===== src/rtl/step_cmd_queue.sv =====
// step_cmd_queue: host command FIFO plus load sequencer for the step-pulse generator.
// Build option: define ZERO_SKIP_EN to discard zero-count commands in IDLE instead of issuing them.
module step_cmd_queue #(
  parameter int DEPTH  = 4,
  parameter int ACK_TO = 8,
  parameter int LVL_W  = 3
) (
  input  logic             clk,
  input  logic             rst,
  input  logic             host_we,
  input  logic [7:0]       host_data,
  input  logic             flush,
  output logic [7:0]       gen_N,
  output logic             gen_WR,
  input  logic             gen_busy,
  output logic             full,
  output logic             empty,
  output logic [LVL_W-1:0] level,
  output logic             overflow,
  output logic             ack_err
);
  localparam int AW = $clog2(DEPTH);
  localparam int TW = $clog2(ACK_TO + 1);
  localparam logic [AW:0] DEPTH_C = (AW+1)'(DEPTH);
  localparam logic [AW:0] ONE_C   = (AW+1)'(1);

  typedef enum logic [1:0] {IDLE, LOAD, WAIT_ACK, RUN} state_t;

  state_t        state_q, state_d;
  logic [7:0]    mem_q [DEPTH];
  logic [AW-1:0] rd_ptr_q, rd_ptr_d;
  logic [AW-1:0] wr_ptr_q, wr_ptr_d;
  logic [AW:0]   count_q, count_d;
  logic [7:0]    gen_n_q, gen_n_d;
  logic          gen_wr_q, gen_wr_d;
  logic          ld_cnt_q, ld_cnt_d;
  logic [TW-1:0] to_cnt_q, to_cnt_d;
  logic          overflow_q, overflow_d;
  logic          ack_err_q, ack_err_d;
  logic [7:0]    head;
  logic          issue, skip, pop, push, ack_timeout;

  assign head = mem_q[rd_ptr_q];

  always_comb begin
    state_d     = state_q;
    gen_n_d     = gen_n_q;
    gen_wr_d    = gen_wr_q;
    ld_cnt_d    = ld_cnt_q;
    to_cnt_d    = to_cnt_q;
    issue       = 1'b0;
    skip        = 1'b0;
    ack_timeout = 1'b0;
    case (state_q)
      IDLE: begin
        gen_wr_d = 1'b1;
        // A flush this cycle wins over issuing the head it is about to discard.
        if (count_q != '0 && !flush) begin
`ifdef ZERO_SKIP_EN
          if (head[6:0] == 7'd0) skip = 1'b1;
          else if (!gen_busy)    issue = 1'b1;
`else
          if (!gen_busy) issue = 1'b1;
`endif
        end
        if (issue) begin
          gen_n_d  = head;
          gen_wr_d = 1'b0;
          ld_cnt_d = 1'b0;
          state_d  = LOAD;
        end
      end
      LOAD: begin
        // Exactly two low cycles: a third would make the generator reload.
        ld_cnt_d = 1'b1;
        if (ld_cnt_q) begin
          gen_wr_d = 1'b1;
          to_cnt_d = '0;
          state_d  = WAIT_ACK;
        end
      end
      WAIT_ACK: begin
        if (gen_busy) begin
          state_d = RUN;
        end else if (to_cnt_q == TW'(ACK_TO - 1)) begin
          ack_timeout = 1'b1;
          state_d     = IDLE;
        end else begin
          to_cnt_d = to_cnt_q + TW'(1);
        end
      end
      RUN: begin
        if (!gen_busy) state_d = IDLE;
      end
      default: state_d = IDLE;
    endcase
  end

  always_comb begin
    pop      = issue | skip;
    push     = host_we & ~flush & ((count_q < DEPTH_C) | pop);
    rd_ptr_d = rd_ptr_q;
    wr_ptr_d = wr_ptr_q;
    count_d  = count_q;
    if (pop)  rd_ptr_d = rd_ptr_q + AW'(1);
    if (push) wr_ptr_d = wr_ptr_q + AW'(1);
    if (push && !pop)      count_d = count_q + ONE_C;
    else if (pop && !push) count_d = count_q - ONE_C;
    if (flush) begin
      rd_ptr_d = '0;
      wr_ptr_d = '0;
      count_d  = '0;
    end
    overflow_d = flush ? 1'b0 : (overflow_q | (host_we & ~flush & ~push));
    ack_err_d  = flush ? 1'b0 : (ack_err_q | ack_timeout);
  end

  always_ff @(posedge clk) begin
    if (rst) begin
      state_q    <= IDLE;
      rd_ptr_q   <= '0;
      wr_ptr_q   <= '0;
      count_q    <= '0;
      gen_n_q    <= '0;
      gen_wr_q   <= 1'b1;
      ld_cnt_q   <= 1'b0;
      to_cnt_q   <= '0;
      overflow_q <= 1'b0;
      ack_err_q  <= 1'b0;
    end else begin
      state_q    <= state_d;
      rd_ptr_q   <= rd_ptr_d;
      wr_ptr_q   <= wr_ptr_d;
      count_q    <= count_d;
      gen_n_q    <= gen_n_d;
      gen_wr_q   <= gen_wr_d;
      ld_cnt_q   <= ld_cnt_d;
      to_cnt_q   <= to_cnt_d;
      overflow_q <= overflow_d;
      ack_err_q  <= ack_err_d;
    end
  end

  // Storage is data only; the pointers decide what is valid.
  always_ff @(posedge clk) begin
    if (push) mem_q[wr_ptr_q] <= host_data;
  end

  assign gen_N    = gen_n_q;
  assign gen_WR   = gen_wr_q;
  assign full     = (count_q == DEPTH_C);
  assign empty    = (count_q == '0);
  assign level    = LVL_W'(count_q);
  assign overflow = overflow_q;
  assign ack_err  = ack_err_q;

endmodule

===== config.mk =====
export PLATFORM = sky130hd
export DESIGN_NAME = step_cmd_queue
export DESIGN_NICKNAME = d
export VERILOG_FILES = /design/src/rtl/step_cmd_queue.sv
export SDC_FILE = /design/constraint.sdc
export NUM_CORES = 1
export LEC_CHECK = 0
export CAP_MARGIN = 20
export CORE_MARGIN = 4
export CORE_UTILIZATION = 55
export CTS_CLUSTER_DIAMETER = 40
export DETAILED_ROUTE_END_ITERATION = 16
export GPL_TIMING_DRIVEN = 0
export PLACE_DENSITY = 0.76
export SETUP_SLACK_MARGIN = 0.15
export SYNTH_ARGS = -nofsm -noshare
export SYNTH_HDL_FRONTEND = slang
export SYNTH_SLANG_ARGS = --single-unit

===== constraint.sdc =====
create_clock -name clk -period 2.7 [get_ports clk]
set_input_delay 0.54 -clock clk [delete_from_list [all_inputs] [get_ports clk]]
set_output_delay 0.54 -clock clk [all_outputs]
set_load 0.01 [all_outputs]

==> impl_metrics.py, run 1 <==
metrics = {
    "finish": {
        "fin_nets": 244,
        "final_cell_mix": "edfxtp_1 (32), dfxtp_1 (25), clkdlybuf4s50_1 (25)",
        "layout-drive-gt1-share_pct": 15.28,
        "syn_to_final_growth_pct": 21.94,
        "mostFrequentLayoutCell": "edfxtp_1",
        "n_fill_cell": 273,
        "finalNonFillerCells": 279,
        "finalInstanceArea_um2": 2934,
        "antenna_cells": 0,
    },
    "worst_setup_path": {
        "critPathKind": "reg2reg",
        "cpMaxStageDelayCell": "or3_4",
        "r2r_start": "level[1]",
        "critPathBufInv": 2,
        "endpoint_kind": "flop",
        "reg2reg_to": "level[2]",
        "reg2reg_depth": 9,
        "reg2reg_slack_ns": 0.31,
        "crit_chain": "or3_4 > buf_2 > nand2_1 > ha_1 > inv_1 > fa_1 > xor2_1 > or3_1 > a21oi_1",
        "path_depth": 9,
        "critPathCapture": "level[2]",
        "crit_path_start_kind": "flop",
        "cp_top_family": "simple AND/OR/NAND/NOR gates",
        "cp-startpoint": "level[1]",
        "required_ns": 2.96,
        "crit_fanout": 10,
        "arrival_ns": 2.64,
        "cpPeakStageDelay_ns": 0.42,
    },
    "floorplan": {
        "die_y_um": 74.14,
        "fp.dieArea_um2": 5497,
        "die_width_um": 74.14,
        "row_count": 23,
        "core_um2": 4115,
        "start_util_pct": 58.47,
        "ioPinCount": 29,
    },
    "job": {
        "drv_cap": 0,
    },
    "power_and_ir_drop": {
        "power_density_nw_per_um2": 626.3,
        "netSwitchingFraction_pct": 22.95,
        "ir_worst_vdd_mv": 0.5216,
        "p_clk_share_pct": 41.1,
        "p_comb_share_pct": 7.6,
        "p_leak_uw": 0.0009741,
        "p_sw_uw": 421.6,
        "p_int_uw": 1416,
        "p_seq_share_pct": 51.3,
        "power.total_uw": 1837,
    },
    "global_routing": {
        "antenna_found_initial": 0,
        "grt_usage_pct": 20.48,
        "grt_pass1_vias": 1703,
        "grt_max_degree": 11,
        "gr-total-overflow": 0,
        "grt_first_pass_wirelength_mm": 8.204,
    },
    "timing": {
        "finalSetupViolations": 0,
        "fin_crit_sh_pct": 88.43,
        "fmax_ghz": 0.4189,
        "setup_tns_ns": 0,
        "tightest_slew_ns": 0.6772,
        "skew_ns": 0.006134,
        "drv_slew": 0,
        "finalCriticalPeriod_ns": 2.387,
        "grt_setup_unrepaired": "false",
        "slew_headroom_pct": 54.47,
        "finalHoldViolations": 0,
    },
    "worst_hold_path": {
        "min_path_type": "reg2reg",
    },
    "drt": {
        "dr_total_vias": 1665,
        "wire_per_inst_um": 17.62,
        "drtAntennaViolNets": 0,
        "drt_first_iter_violations": 172,
        "drt-pass1-iter-count": 4,
        "drt-total-wl_mm": 4.916,
        "via_per_inst": 5.968,
        "drc": 0,
    },
    "clock_network": {
        "cts.sinks": 57,
        "cts_tree": "done",
        "insertion_delay_ns": 0.33,
        "clockBufferDepth": 2,
        "htreeDepth": 3,
        "cts-root-buf": "clkbuf_8",
        "cts_buffers": 9,
        "clk_pin_slew_ns": 0.06,
        "postCtsSetupBuffers": 0,
    },
    "place": {
        "dp.cells": 263,
        "place.gp.congestion": 0.8026,
        "io_buffers": 26,
        "place_area_um2": 2729,
        "dp_hpwl_mm": 3.458,
    },
    "synth": {
        "ys.flop_type": "edfxtp_1",
        "syn_nets": 207,
        "synth_edf_count": 32,
        "syn_inst": 187,
        "synthArstFlopShare_pct": 0,
        "syn-cell-area_um2": 2406,
        "synth-seq-cells": 57,
        "yosys_warnings": 0,
        "synth.distinct_cells": 40,
        "postSynthAreaPerCell_um2": 12.87,
        "synth_seq_area_share_pct": 60.74,
    },
    "status": {
        "run_status": "complete, no violations",
    },
}
-- state kept, by name, indices dropped and copies added, names as in the netlist --
name and count:
wr_ptr_q 2, rd_ptr_q 2, level 3, to_cnt_q 4, overflow 1, gen_WR 1
ld_cnt_q 1, mem_q 32, ack_err 1, gen_N 8, state_q 2
-- repair_timing --
action                                  in CTS  in global routing
endpoints found under the setup margin       1                  2
resized for setup                            4                  7
hold buffers                                 0                  0
-- stage by stage --
step | worst slack (ns) | util (%) | hold WS, ns
3_5_place_dp | 0.01466 | 66.31 | 0.4670
5_1_grt | 0.1679 | 71.30 | 0.4912
3_3_place_gp | 0.09472 | 66.31 | 0.4560
4_1_cts | 0.1978 | 70.90 | 0.4817
6_report | 0.3125 | 71.30 | 0.4787
2_1_floorplan | 0.3352 | - | 0.4561
-- how the worst min path moves through the flow --
stage | end | startpoint | slack (ns) | depth (start not counted)
CTS | overflow | overflow | 0.48 | 2
floorplan | ld_cnt_q | ld_cnt_q | 0.46 | 2
global placement | overflow | overflow | 0.46 | 2
finish | overflow | overflow | 0.48 | 2
global route | ack_err | ack_err | 0.49 | 1
detailed placement | overflow | overflow | 0.47 | 2
-- cells in the mapped netlist, types with 2 or more instances --
cell       n  area, µm²
edfxtp_1  32      960.9
dfxtp_1   25      500.5
a21oi_1   18      90.09
o21ai_0   14      70.07
nand3_1   12      60.06
mux4_2     8      180.2
clkbuf_1   7      26.28
inv_1      7      26.28
ha_1       6      75.07
nor2_1     6      22.52
or3_1      5      31.28
and3_1     4      25.02
nor2b_1    4      25.02
nand3b_1   3      22.52
o31ai_1    3      22.52
or4_1      3      22.52
buf_2      2      10.01
buf_6      2      22.52
nand2b_1   2      12.51
nor3_1     2      10.01
o211ai_1   2      15.01
xor2_1     2      17.52
-- logic make-up (layout without fill, tap and decap cells) --
| kind of cell | count (synthesis) | after routing | share of synthesized area [%] |
|---|---|---|---|
| buf+inv | 19 | 61 | 3.692 |
| mux | 9 | 9 | 7.904 |
| xor+xnor | 2 | 2 | 0.7282 |
| compound gates | 45 | 45 | 10.97 |
| simple gates | 48 | 48 | 12.01 |
| flops | 57 | 57 | 60.74 |
| fa+ha+maj | 7 | 7 | 3.952 |
-- routing by layer --
metal	up-vias	track usage [%]	wire [µm]
met5	-	0	0
met4	0	10.87	104
met3	11	6.081	251
met2	55	33.46	2513
met1	821	24.46	2045
li1	778	-	-
-- power groups by stage --
stage	Clock [µW]	Sequential (µW)	Combinational, µW
finish	756	942	140
CTS	766	942	136
global route	812	943	153
floorplan	0	961	72.1
global placement	0	959	126
detailed placement	0	961	134
-- worst register-to-register path: cells and delay by family, from the launching register on --
| family | cells | cell delay, ns |
|---|---|---|
| xor gates and xnor gates | 1 | 0.16 |
| AOI/OAI and AO/OA | 1 | 0.15 |
| and+or+nand+nor | 3 | 0.82 |
| DFF | 1 | 0.37 |
| adders and majority gates | 2 | 0.55 |
| buffers and inverters | 2 | 0.25 |
-- cell type report --
| type | count | area (µm²) | area share [%] |
|---|---|---|---|
| plain buffers | 12 | 68.82 | 2.345 |
| flip-flops and latches | 57 | 1461 | 49.81 |
| multi-input cells | 111 | 869.6 | 29.64 |
| clock inverters | 6 | 58.81 | 2.004 |
| inverters | 7 | 26.28 | 0.8955 |
| clock buffers | 10 | 127.6 | 4.350 |
| well taps | 50 | 62.56 | 2.132 |
| repair buffers | 26 | 259.0 | 8.827 |
(Power assumes the default switching activity.)
==> run 2: changes to the inputs <==
==> constraint.sdc (replaced) <==
create_clock -name clk -period 2.7 [get_ports clk]
set_input_delay 0.54 -clock clk [delete_from_list [all_inputs] [get_ports clk]]
set_output_delay 0.54 -clock clk [all_outputs]
set_load 0.1 [all_outputs]
==> run 2 against run 1 <==
  * Sequential power about the same
  * Die area unchanged
  * Sequential cell count stayed put
  * Setup slack worse by 0.064 ns
  * Combinational power grew 41%
  * Fmax shrank 2.6%
  * Critical endpoint unchanged
==> impl_metrics.py, run 2 (synthesis gave the netlist of run 1 again) <==
metrics = {
    "worst_hold_path": {
        "holdPathEnd": "gen_N[6]",
        "min_path_type": "reg2reg",
        "worstHoldStart": "gen_N[6]",
        "min_path_cells": 2,
    },
    "power_and_ir_drop": {
        "p_seq_share_pct": 44.9,
        "p_int_uw": 1607,
        "ir_worst_vdd_mv": 0.5316,
        "netSwitchingFraction_pct": 23.44,
        "p_leak_uw": 0.001006,
        "p_comb_share_pct": 9.4,
        "p_sw_uw": 492.0,
        "p_clk_share_pct": 45.7,
        "power_density_nw_per_um2": 700.9,
    },
    "clock_network": {
        "post_cts_resize_count": 6,
        "cts_buffers": 9,
        "insertion_delay_ns": 0.33,
        "holdBufCountCts": 0,
        "htreeDepth": 3,
        "cts.sinks": 57,
        "clk_pin_slew_ns": 0.07,
        "cts-root-buf": "clkbuf_8",
        "cts_tree": "done",
        "postCtsSetupBuffers": 0,
        "clockBufferDepth": 2,
    },
    "drt": {
        "dr_total_vias": 1616,
        "drtAntennaViolNets": 0,
        "wl_met2_mm": 2.386,
        "drt_first_iter_violations": 83,
        "route.met3.wl_um": 213,
        "drt-total-wl_mm": 4.677,
        "wl_met1_mm": 2.049,
        "drt-pass1-iter-count": 4,
        "drc": 0,
        "wire_per_inst_um": 16.76,
        "via_per_inst": 5.792,
        "highest_layer": "met4",
    },
    "timing": {
        "grt_setup_unrepaired": "false",
        "finalCriticalPeriod_ns": 2.451,
        "fmax_ghz": 0.4080,
        "setup_tns_ns": 0,
        "setup_ws_ns": 0.2490,
        "skew_ns": 0.004505,
        "fin_crit_sh_pct": 90.78,
        "finalHoldViolations": 0,
        "slew_headroom_pct": 33.56,
        "tightest_slew_ns": 0.9934,
        "finalSetupViolations": 0,
        "drv_slew": 0,
    },
    "worst_setup_path": {
        "reg2reg_slack_ns": 0.25,
        "reg2reg_depth": 9,
        "required_ns": 2.96,
        "crit_path_start_kind": "flop",
        "path_common_cell": "or3_1",
        "cpPeakStageDelay_ns": 0.44,
        "crit_chain": "or3_1 > clkbuf_2 > nand2_1 > ha_1 > inv_1 > fa_1 > xor2_1 > or3_1 > a21oi_1",
        "cpMaxStageDelayCell": "or3_1",
        "r2r_start": "level[1]",
        "cp_top_family": "simple AND/OR/NAND/NOR gates",
        "reg2reg_to": "level[2]",
        "arrival_ns": 2.71,
        "endpoint_kind": "flop",
        "crit_fanout": 10,
        "critPathBufInv": 2,
        "critPathKind": "reg2reg",
    },
    "finish": {
        "finalNonFillerCells": 279,
        "antenna_cells": 0,
        "largest_register": "mem_q",
        "fin_nets": 244,
        "largest_reg_flops": 32,
        "n_fill_cell": 273,
        "mostFrequentLayoutCell": "edfxtp_1",
        "syn_to_final_growth_pct": 24.44,
        "layout-drive-gt1-share_pct": 17.03,
        "final_cell_mix": "edfxtp_1 (32), clkdlybuf4s50_1 (24), dfxtp_1 (22)",
        "final_util_pct": 72.76,
    },
    "global_routing": {
        "antenna_found_initial": 0,
        "grt_max_degree": 12,
        "grt_first_pass_wirelength_mm": 8.093,
        "grt_usage_pct": 20.29,
        "grt_pass1_vias": 1714,
        "gr-total-overflow": 0,
    },
    "floorplan": {
        "core_um2": 4115,
        "die_width_um": 74.14,
        "row_count": 23,
        "die_y_um": 74.14,
        "ioPinCount": 29,
        "fp.dieArea_um2": 5497,
        "start_util_pct": 58.47,
    },
    "place": {
        "dp.cells": 263,
        "dp_hpwl_mm": 3.251,
        "place.gp.congestion": 0.8755,
        "pre_cts_ws_ns": -0.1559,
        "io_buffers": 26,
    },
    "status": {
        "run_status": "complete, no violations",
    },
    "job": {
        "drv_cap": 0,
    },
}
[run 2: layer usage]
layer	global-route usage, %	vias to the layer above
met3	6.757	2
li1	-	778
met1	25.11	798
met5	0	-
met2	32.28	38
met4	9.457	0
[run 2: worst max-delay path by stage]
| stage | startpoint | end | slack, ns | cells after the start |
|---|---|---|---|---|
| after floorplan | level[1] | level[2] | 0.23 | 9 |
| final | level[1] | level[2] | 0.25 | 9 |
| after global routing | state_q[1] | level[2] | 0.15 | 9 |
| after CTS | state_q[0] | level[1] | 0.17 | 8 |
| after detailed placement | level[1] | empty | -0.16 | 4 |
| after global placement | level[1] | empty | -0.11 | 4 |
[run 2: area by class of cell]
class | instances | area [µm²] | area share (%)
flip-flops and latches | 57 | 1465 | 48.93
multi-input cells | 111 | 875.8 | 29.25
repair buffers | 26 | 256.5 | 8.567
clock buffers | 9 | 123.9 | 4.137
clock inverters | 7 | 118.9 | 3.970
plain buffers | 12 | 65.06 | 2.173
well taps | 50 | 62.56 | 2.089
inverters | 7 | 26.28 | 0.8776
[run 2: power groups by stage]
stage / Sequential, µW / Combinational [µW] / Clock [µW]
2_1_floorplan: 1010 / 91.7 / 0
3_3_place_gp: 960 / 188 / 0
3_5_place_dp: 962 / 196 / 0
4_1_cts: 943 / 195 / 977
5_1_grt: 944 / 211 / 1020
6_report: 943 / 198 / 958
[run 2: worst reg2reg max path: cells and delay by family, from the launching register on]
kind / cells / cell delay [ns]
xor+xnor: 1 / 0.16
simple gates: 3 / 0.87
compound gates: 1 / 0.14
fa+ha+maj: 2 / 0.57
flops: 1 / 0.36
buf+inv: 2 / 0.29
[run 2: metrics by stage]
step           instance area, µm²  power [µW]  hold WS (ns)
4_1_cts                      2982        2115        0.4790
5_1_grt                      2994        2171        0.5141
3_3_place_gp                 2745        1148        0.4594
2_1_floorplan                2422        1097        0.4561
6_report                     2994        2099        0.4796
3_5_place_dp                 2745        1158        0.4637
